==> src/rtl/sha256_pkg.sv <==
// Shared constants, state encoding and helpers for the SHA-256 message padder.
package sha256_pkg;

  localparam int unsigned BLOCK_BYTES = 64;
  localparam int unsigned LEN_OFFSET  = 56;
  localparam int unsigned BLOCK_W     = 512;
  localparam int unsigned IDX_W       = 7;
  localparam int unsigned CNT_W       = 64;
  localparam int unsigned SHIFT_W     = IDX_W + 3;

  // 0x80 terminator at byte 0; shifted right by 8*p to land at byte p
  localparam logic [BLOCK_W-1:0] PAD_MARK = {8'h80, {(BLOCK_W-8){1'b0}}};

  typedef enum logic [1:0] {
    ST_LOAD,
    ST_EMIT,
    ST_EXTRA
  } pad_state_e;

  // Trailing length-only block, optionally opened by the terminator byte
  function automatic logic [BLOCK_W-1:0] tail_block(input logic mark,
                                                    input logic [CNT_W-1:0] cnt);
    tail_block = {(mark ? 8'h80 : 8'h00), {(BLOCK_W-8-CNT_W){1'b0}}, cnt};
  endfunction

endpackage

==> src/rtl/sha256_pad_gen.sv <==
// Combinational padding of the final block: data mask, 0x80 marker and length field
// formed with whole-block shifts rather than byte iteration.
module sha256_pad_gen
  import sha256_pkg::*;
#(
  parameter int unsigned NB_W = 3
) (
  input  logic [IDX_W-1:0]   idx,
  input  logic [NB_W-1:0]    n,
  input  logic [CNT_W-1:0]   counter,
  input  logic [BLOCK_W-1:0] buffer,
  output logic [BLOCK_W-1:0] block_c,
  output logic               extra_c,
  output logic               wrap_c
);

  logic [IDX_W-1:0]   p;
  logic [SHIFT_W-1:0] sh;
  logic [BLOCK_W-1:0] keep;

  always_comb begin
    p       = idx + IDX_W'(n);
    sh      = {p, 3'b000};
    keep    = ~({BLOCK_W{1'b1}} >> sh);
    block_c = (buffer & keep) | (PAD_MARK >> sh);
    // Length fits behind the marker only when at least 8 bytes remain
    if (p <= IDX_W'(LEN_OFFSET - 1)) begin
      block_c[CNT_W-1:0] = counter;
    end
    extra_c = (p >= IDX_W'(LEN_OFFSET));
    wrap_c  = (p == IDX_W'(BLOCK_BYTES));
  end

endmodule

==> src/rtl/sha256_block_padder.sv <==
// Packs byte-stream beats into 512-bit SHA-256 blocks with padding and length,
// emitting an extra length block when the tail does not fit.
module sha256_block_padder
  import sha256_pkg::*;
#(
  parameter int unsigned DATA_BYTES = 4
) (
  input  logic                         clk,
  input  logic                         rst_n,
  input  logic                         in_valid,
  output logic                         in_ready,
  input  logic [8*DATA_BYTES-1:0]      in_data,
  input  logic                         in_last,
  input  logic [$clog2(DATA_BYTES):0]  in_nbytes,
  output logic                         blk_valid,
  input  logic                         blk_ready,
  output logic [BLOCK_W-1:0]           blk_data,
  output logic                         blk_first,
  output logic                         blk_last
);

  localparam int unsigned NB_W   = $clog2(DATA_BYTES) + 1;
  localparam int unsigned BEAT_W = 8 * DATA_BYTES;

  pad_state_e         state_q;
  logic [BLOCK_W-1:0] buf_q;
  logic [IDX_W-1:0]   idx_q;
  logic [CNT_W-1:0]   cnt_q;
  logic               extra_q;
  logic               wrap_q;
  logic               first_q;

  logic               accept;
  logic [NB_W-1:0]    n_eff;
  logic [IDX_W-1:0]   idx_full;
  logic [CNT_W-1:0]   cnt_full;
  logic [CNT_W-1:0]   cnt_last;
  logic [BLOCK_W-1:0] buf_merged;
  logic [BLOCK_W-1:0] pad_block;
  logic               pad_extra;
  logic               pad_wrap;
  logic               blk_done;
  logic [BLOCK_W-1:0] blk_next;

  // Beat placement, counter updates and block-completion detect
  always_comb begin
    accept     = in_valid & in_ready;
    n_eff      = (in_nbytes > NB_W'(DATA_BYTES)) ? NB_W'(DATA_BYTES) : in_nbytes;
    idx_full   = idx_q + IDX_W'(DATA_BYTES);
    cnt_full   = cnt_q + CNT_W'(BEAT_W);
    cnt_last   = cnt_q + CNT_W'({n_eff, 3'b000});
    buf_merged = buf_q | ({in_data, {(BLOCK_W-BEAT_W){1'b0}}} >> {idx_q, 3'b000});
    blk_done   = accept & (in_last | (idx_full == IDX_W'(BLOCK_BYTES)));
    blk_next   = in_last ? pad_block : buf_merged;
  end

  sha256_pad_gen #(
    .NB_W (NB_W)
  ) u_pad_gen (
    .idx     (idx_q),
    .n       (n_eff),
    .counter (cnt_last),
    .buffer  (buf_merged),
    .block_c (pad_block),
    .extra_c (pad_extra),
    .wrap_c  (pad_wrap)
  );

  always_ff @(posedge clk) begin
    if (!rst_n) begin
      state_q   <= ST_LOAD;
      buf_q     <= '0;
      idx_q     <= '0;
      cnt_q     <= '0;
      extra_q   <= 1'b0;
      wrap_q    <= 1'b0;
      first_q   <= 1'b1;
      in_ready  <= 1'b0;
      blk_valid <= 1'b0;
      blk_data  <= '0;
      blk_first <= 1'b0;
      blk_last  <= 1'b0;
    end else begin
      case (state_q)
        ST_LOAD: begin
          in_ready <= 1'b1;
          if (accept && !in_last) begin
            buf_q <= buf_merged;
            idx_q <= idx_full;
            cnt_q <= cnt_full;
          end
          if (accept && in_last) begin
            cnt_q   <= cnt_last;
            extra_q <= pad_extra;
            wrap_q  <= pad_wrap;
          end
          if (blk_done) begin
            state_q   <= ST_EMIT;
            in_ready  <= 1'b0;
            blk_valid <= 1'b1;
            blk_data  <= blk_next;
            blk_first <= first_q;
            blk_last  <= in_last & ~pad_extra;
            first_q   <= 1'b0;
          end
        end
        ST_EMIT: begin
          if (blk_ready) begin
            buf_q <= '0;
            idx_q <= '0;
            if (extra_q) begin
              // Same-cycle swap to the length block keeps blk_valid high
              state_q   <= ST_EXTRA;
              blk_data  <= tail_block(wrap_q, cnt_q);
              blk_first <= 1'b0;
              blk_last  <= 1'b1;
              extra_q   <= 1'b0;
            end else begin
              state_q   <= ST_LOAD;
              blk_valid <= 1'b0;
              in_ready  <= 1'b1;
              if (blk_last) begin
                cnt_q   <= '0;
                first_q <= 1'b1;
              end
            end
          end
        end
        ST_EXTRA: begin
          if (blk_ready) begin
            state_q   <= ST_LOAD;
            blk_valid <= 1'b0;
            in_ready  <= 1'b1;
            cnt_q     <= '0;
            first_q   <= 1'b1;
            wrap_q    <= 1'b0;
          end
        end
        default: begin
          state_q <= ST_LOAD;
        end
      endcase
    end
  end

endmodule

==> config.mk <==
export PLATFORM = sky130hd
export DESIGN_NAME = sha256_block_padder
export DESIGN_NICKNAME = d
export VERILOG_FILES = /design/src/rtl/sha256_pkg.sv /design/src/rtl/sha256_pad_gen.sv /design/src/rtl/sha256_block_padder.sv
export SDC_FILE = /design/constraint.sdc
export NUM_CORES = 2
export LEC_CHECK = 0
export CAP_MARGIN = 20
export CELL_PAD_IN_SITES_DETAIL_PLACEMENT = 1
export CELL_PAD_IN_SITES_GLOBAL_PLACEMENT = 1
export CORE_ASPECT_RATIO = 1.2
export CORE_MARGIN = 5
export CORE_UTILIZATION = 39
export CTS_BUF_LIST = sky130_fd_sc_hd__clkbuf_16
export DETAILED_ROUTE_END_ITERATION = 8
export GPL_TIMING_DRIVEN = 0
export PLACE_DENSITY = 0.88
export REMOVE_ABC_BUFFERS = 1
export SYNTH_ARGS = -nofsm -noshare
export SYNTH_HDL_FRONTEND = slang
export SYNTH_SLANG_ARGS = --single-unit
==> constraint.sdc <==
create_clock -name clk -period 5.66 [get_ports clk]
set_input_delay 1.132 -clock clk [delete_from_list [all_inputs] [get_ports clk]]
set_output_delay 1.132 -clock clk [all_outputs]
set_load 0.1 [all_outputs]
* After elaboration in Yosys (flattened, before gate mapping) *
Index checks and enable logic that the tools add are counted.

word-level totals
  bits in registers = 1104
  word-level logic and storage cells = 113
  input bits = 40

cells by class
  bitwise logic cells = 9
  mux-type cells = 53
  shifts and indexed selects = 3
  add/sub/neg operators = 4
  equal/unequal tests = 13
  reduce and logical (&&, ||, !) cells = 16
  magnitude comparators = 3

operators with widths
  cell                      number
  $mux 512                  6
  $pmux 512 s2              2
  $or 512x512->512          2
  $shr 512x10->512 const A  2
  $and 512x512->512         1
  $not 512->512             1
  $shr 512x10->512          1
  $mux 64                   7
  $pmux 64 s3               1
  $add 64x6->64             1
  $add 64x6->64 const B     1
  $mux 1                    20
  $ne 2x2->1 const B        8
  $eq 7x7->1 const B        2
  $mux 7                    2
  $pmux 7 s2                1
  $reduce_and 3->1          4
  $reduce_and 6->1          2
  $pmux 1 s3                3
  $mux 2                    4
  $mux 8                    1
  $pmux 1 s2                4
  $reduce_and 4->1          2
  $add 7x3->7               1
  18 further kinds          22

* Depth between registers and ports, before layout *
  depth after elaboration = 11
  gate-level depth with buffers = 12

* By module *
From an unflattened synthesis, not the netlist that was laid out.

second synthesis, totals
  cells, all modules = 6674
  area total of the unflattened synthesis = 56202.7 µm²

by module, submodules not included
  module               cells an instance  area each (µm²)  sequential area each (µm²)  times used
  sha256_block_padder  5851               50983.9          22001.1                     1
  sha256_pad_gen       823                5218.8           0.0                         1

* Least setup slack after synthesis *
Ideal clock, no wire load.

  path type = input to register
  start point = in in_nbytes[2]
  end point = reg blk_data[23]
  slack = 2160 ps
  cell stages on the path = 11
  data arrival time = 3409 ps
  buffers on the path = 1
  library setup time = 91 ps
  cells stage by stage = nand2b_1 inv_1 ha_1 fa_1 a21o_1 nand2_1 buf_1 nor2_1 a211oi_1 o22ai_1 a311oi_1

between the ends
  longest elaborated chain between the ends = 11
  elaborated cells on any way between the ends = 14
  classes of those cells = 2 x add/sub; 2 x order compare; 2 x shift; 5 x mux; 3 x bitwise

ends and longest elaborated chain
  element                 RTL line                    text
  start: declaration      sha256_block_padder.sv:14   input logic [$clog2(DATA_BYTES):0] in_nbytes,
  $gt 3x3->1              sha256_block_padder.sv:48   n_eff = (in_nbytes > NB_W'(DATA_BYTES)) ? NB_W'(DATA_BYTES) : in_nbytes;
  $mux 3 *                sha256_block_padder.sv:48
  $add 7x3->7             sha256_pad_gen.sv:22        p = idx + IDX_W'(n);
  $shr 512x10->512        sha256_pad_gen.sv:24        keep = ~({BLOCK_W{1'b1}} >> sh);
  $not 512->512           sha256_pad_gen.sv:24
  $and 512x512->512       sha256_pad_gen.sv:25        block_c = (buffer & keep) | (PAD_MARK >> sh);
  $or 512x512->512        sha256_pad_gen.sv:25
  $mux 64 *               sha256_pad_gen.sv:27        if (p <= IDX_W'(LEN_OFFSET - 1)) begin
  $mux 512 *              sha256_block_padder.sv:54   blk_next = in_last ? pad_block : buf_merged;
  $mux 512 *              sha256_block_padder.sv:97   if (blk_done) begin
  $pmux 512 s2 *          sha256_block_padder.sv:84   case (state_q)
  end signal: assignment  sha256_block_padder.sv:101  blk_data <= blk_next;
  end signal: assignment  sha256_block_padder.sv:114  blk_data <= tail_block(wrap_q, cnt_q);
  end: declaration        sha256_block_padder.sv:17   output logic [BLOCK_W-1:0] blk_data,

Every way passes the cells marked *; elsewhere a longest branch is shown, timed or not. The select of a mux whose other input is x is not followed.
A chain may end at the register's enable or synchronous reset.

* Worst setup path in the final report *
  start point = in in_last
  end point = reg blk_data[36]

between the ends
  longest elaborated chain between the ends = 4
  elaborated cells on any way between the ends = 7
  classes of those cells = 1 x eq/ne; 3 x mux; 2 x bitwise; 1 x reduce/logical

ends and longest elaborated chain
  element                     RTL line                   text
  start: declaration          sha256_block_padder.sv:13  input logic in_last,
  $or 1x1->1                  sha256_block_padder.sv:53  blk_done = accept & (in_last | (idx_full == IDX_W'(BLOCK_BYTES)));
  $and 1x1->1                 sha256_block_padder.sv:53
  $ne 2x2->1 (no line)        --
  $reduce_and 4->1 (no line)  --

Several ways; a longest one is shown, not always the timed one. The select of a mux whose other input is x is not followed.

==> out/qor.yml <==
sta:
  setup_tns_ns: 0
  slew_viol_final: 0
  rsz0062_at_grt: "false"
  worstMarginPinSlew_ns: 1.31
  max_freq_mhz: 180
  final_hold_viol_count: 0
  timing.slew.headroom_pct: 12.3
  final.setup_skew_ns: 0.0395
  fin_crit_sh_pct: 98.4
  setup_viol: 0
  holdWs_ns: 0.455
  layout_setup_ws_ns: 0.0917
  period_minus_slack_ns: 5.57
layout:
  final_nets: 6366
  finalInstanceArea_um2: 59500
  utilization_pct: 49.8
  syn_to_final_growth_pct: 26.8
  final_cell_mix: "1,098 x dfxtp_1, 1,079 x a21oi_1, 820 x nor2_1, 732 x nand2_1, 554 x clkdlybuf4s50_1"
  layout_commonest_cell: "dfxtp_1"
  fin_cells: 7971
  drive_gt1_share_pct: 7.10
logic_synthesis:
  synthArstFlopShare_pct: 0
  ys_top_cells_by_area: "dfxtp_1 47%, a21oi_1 12%, nor2_1 6.6%"
  syn_inst: 6006
  yosysUniqueCellTypes: 87
  synth_top_area_share_pct: 46.9
  ys_warn_count: 0
  syn_area_um2: 46900
  ys_seq_elements: 1099
  synth_edf_count: 0
  yosysSeqAreaShare_pct: 46.9
  ys.flop_type: "dfxtp_1"
  syn_area_per_cell_um2: 7.82
  yosys.area.top_type: "dfxtp_1"
pwr:
  p_comb_share_pct: 13.5
  power.leakage_nw: 20.2
  p_sw_share_pct: 29.6
  power_density_nw_per_um2: 306
  p_int_mw: 12.8
  pwr-share-seq_pct: 43.3
  clkPwrFrac_pct: 43.2
  peakVddDrop_mv: 0.246
  p_switching_mw: 5.40
  finalPower_mw: 18.2
clocking:
  cts_made_buffers: 115
  cts_buffer_depth: 3
  cts_resized: 0
  worstSkewPairLatency_ns: 0.76
  htreeDepth: 3
  hold_buffers: 0
  cts_setup_buffers: 0
  cts.reportedPaths.clkPinSlew_ns: 0.06
  cts_tree: "done"
  root_buffer: "clkbuf_16"
  cts.sinks: 1099
detailed_routing:
  avgViaCountPerCell: 6.29
  drtPass1Iterations: 6
  wl_per_cell_um: 28.8
  drt_iter0_markers: 5297
  met2_length_um: 103000
  met3_length_um: 21700
  antenna_left: 0
  num_vias: 50200
  top_layer: "met5"
  wl_um: 230000
  met1_length_um: 84100
  drc: 0
global_routing:
  grt_max_degree: 148
  grt_pass1_wl_um: 334000
  antenna_found_initial: 11
  grt_pass1_vias: 51300
  grt_overflow: 0
  grt_use_total_pct: 34.1
outcome:
  status: "complete, no violations"
setup_path:
  cp_top_family: "compound AO/OA/AOI/OAI gates"
  slowest_stage: "clkdlybuf4s50_1"
  crit_path_start_kind: "primary input"
  path_buf_inv: 3
  crit_path_frequent_cell: "a21oi_1"
  critical_path_class: "in -> reg"
  r2r_cells: 11
  timing.rr.start: "state_q[1]$_SDFFE_PN0P_"
  path_cells: "clkdlybuf4s50_1, nand3_1, a22oi_1, a21o_4, buf_16, nand2_2, buf_12, a21oi_1, a21oi_1"
  startpoint: "in_last"
  worstPathMaxFanout: 70
  rrSetupSlack_ns: 0.41
  slowest_delay_ns: 0.98
  cp.arrival_ns: 6.16
  end_kind: "flip-flop"
  cp.required_ns: 6.26
  rr_endpoint: "blk_data[36]$_SDFFE_PN0P_"
  path_depth: 9
  crit_end: "blk_data[36]$_SDFFE_PN0P_"
placement:
  dp.cells: 7731
  io_buffers: 555
  dp_hpwl_um: 161000
  gp_congestion: 0.946
  post-place-ws_ns: -0.289
  dpl_cell_area_um2: 55400
worst_hold_path:
  hold_class: "reg -> reg"
run:
  cap_violations: 0
floorplan:
  coreArea_um2: 120000
  start_util_pct: 39.2
  die_h_um: 390
  fp-row-count: 139
  ios: 556
  die_w_um: 327
  die_area_um2: 127000
-- power groups by stage --
stage          combinational, mW  clock, mW  sequential (mW)
4_1_cts                     2.39       7.93             7.88
2_1_floorplan              0.910          0             8.46
3_5_place_dp                2.37          0             8.05
6_report                    2.46       7.88             7.88
3_3_place_gp                2.28          0             8.06
5_1_grt                     2.51       8.25             7.89
-- sequential cells by signal, summed over array words and instances (netlist names) --
| register | flops |
|---|---|
| blk_data | 512 |
| blk_first | 1 |
| blk_last | 1 |
| blk_valid | 1 |
| buf_q | 512 |
| cnt_q | 61 |
| extra_q | 1 |
| first_q | 1 |
| idx_q | 5 |
| in_ready | 1 |
| state_q | 2 |
| wrap_q | 1 |
-- worst min-delay path: cells and delay by family (launching register included) --
family	cells	cell delay, ns
flops	1	0.31
compound gates	1	0.05
simple gates	1	0.05
-- cell families after synthesis --
group	after synthesis	share of synthesized area (%)
and+or+nand+nor	2321	22.1
AOI/OAI and AO/OA	1925	24.8
DFF	1099	46.9
buffers and inverters	597	4.86
xor gates and xnor gates	35	0.653
adders and majority gates	14	0.389
muxes	14	0.315
other	1	0.00799
-- layout make-up --
class	instances	area, um^2
sequential	1099	22000
fill	14100	60100
multi-input combinational	4311	22900
clock buffer	116	2900
inverter	29	116
clock inverter	101	936
tap	1551	1940
antenna	8	20.0
timing repair buffer	756	8670
-- routing by layer --
| layer | global-route usage (%) | vias to the layer above |
|---|---|---|
| met5 | 0 | - |
| met4 | 26.0 | 6 |
| met3 | 8.78 | 863 |
| met2 | 54.5 | 2725 |
| met1 | 39.3 | 24800 |
| li1 | - | 21800 |
-- synthesized netlist by cell type (47+ instances only) --
| cell type | n |
|---|---|
| a21o_1 | 49 |
| a21oi_1 | 1081 |
| a22o_1 | 54 |
| a22oi_1 | 109 |
| a2bb2oi_1 | 67 |
| a31oi_1 | 47 |
| and2_1 | 61 |
| buf_1 | 61 |
| clkbuf_1 | 481 |
| dfxtp_1 | 1099 |
| nand2_1 | 734 |
| nand3_1 | 124 |
| nor2_1 | 826 |
| nor3_1 | 213 |
| o21ai_0 | 189 |
| or3_1 | 103 |
-- how the worst min path moves through the flow --
stage,start,end,depth (start not counted)
after floorplan,buf_q[511]$_SDFFE_PN0P_,buf_q[511]$_SDFFE_PN0P_,2
after global placement,blk_data[471]$_SDFFE_PN0P_,blk_data[471]$_SDFFE_PN0P_,1
after detailed placement,blk_data[471]$_SDFFE_PN0P_,blk_data[471]$_SDFFE_PN0P_,1
after CTS,buf_q[192]$_SDFFE_PN0P_,buf_q[192]$_SDFFE_PN0P_,2
after global routing,buf_q[428]$_SDFFE_PN0P_,buf_q[428]$_SDFFE_PN0P_,2
final,blk_data[150]$_SDFFE_PN0P_,blk_data[150]$_SDFFE_PN0P_,2
Power figures use the tool's default switching activity.
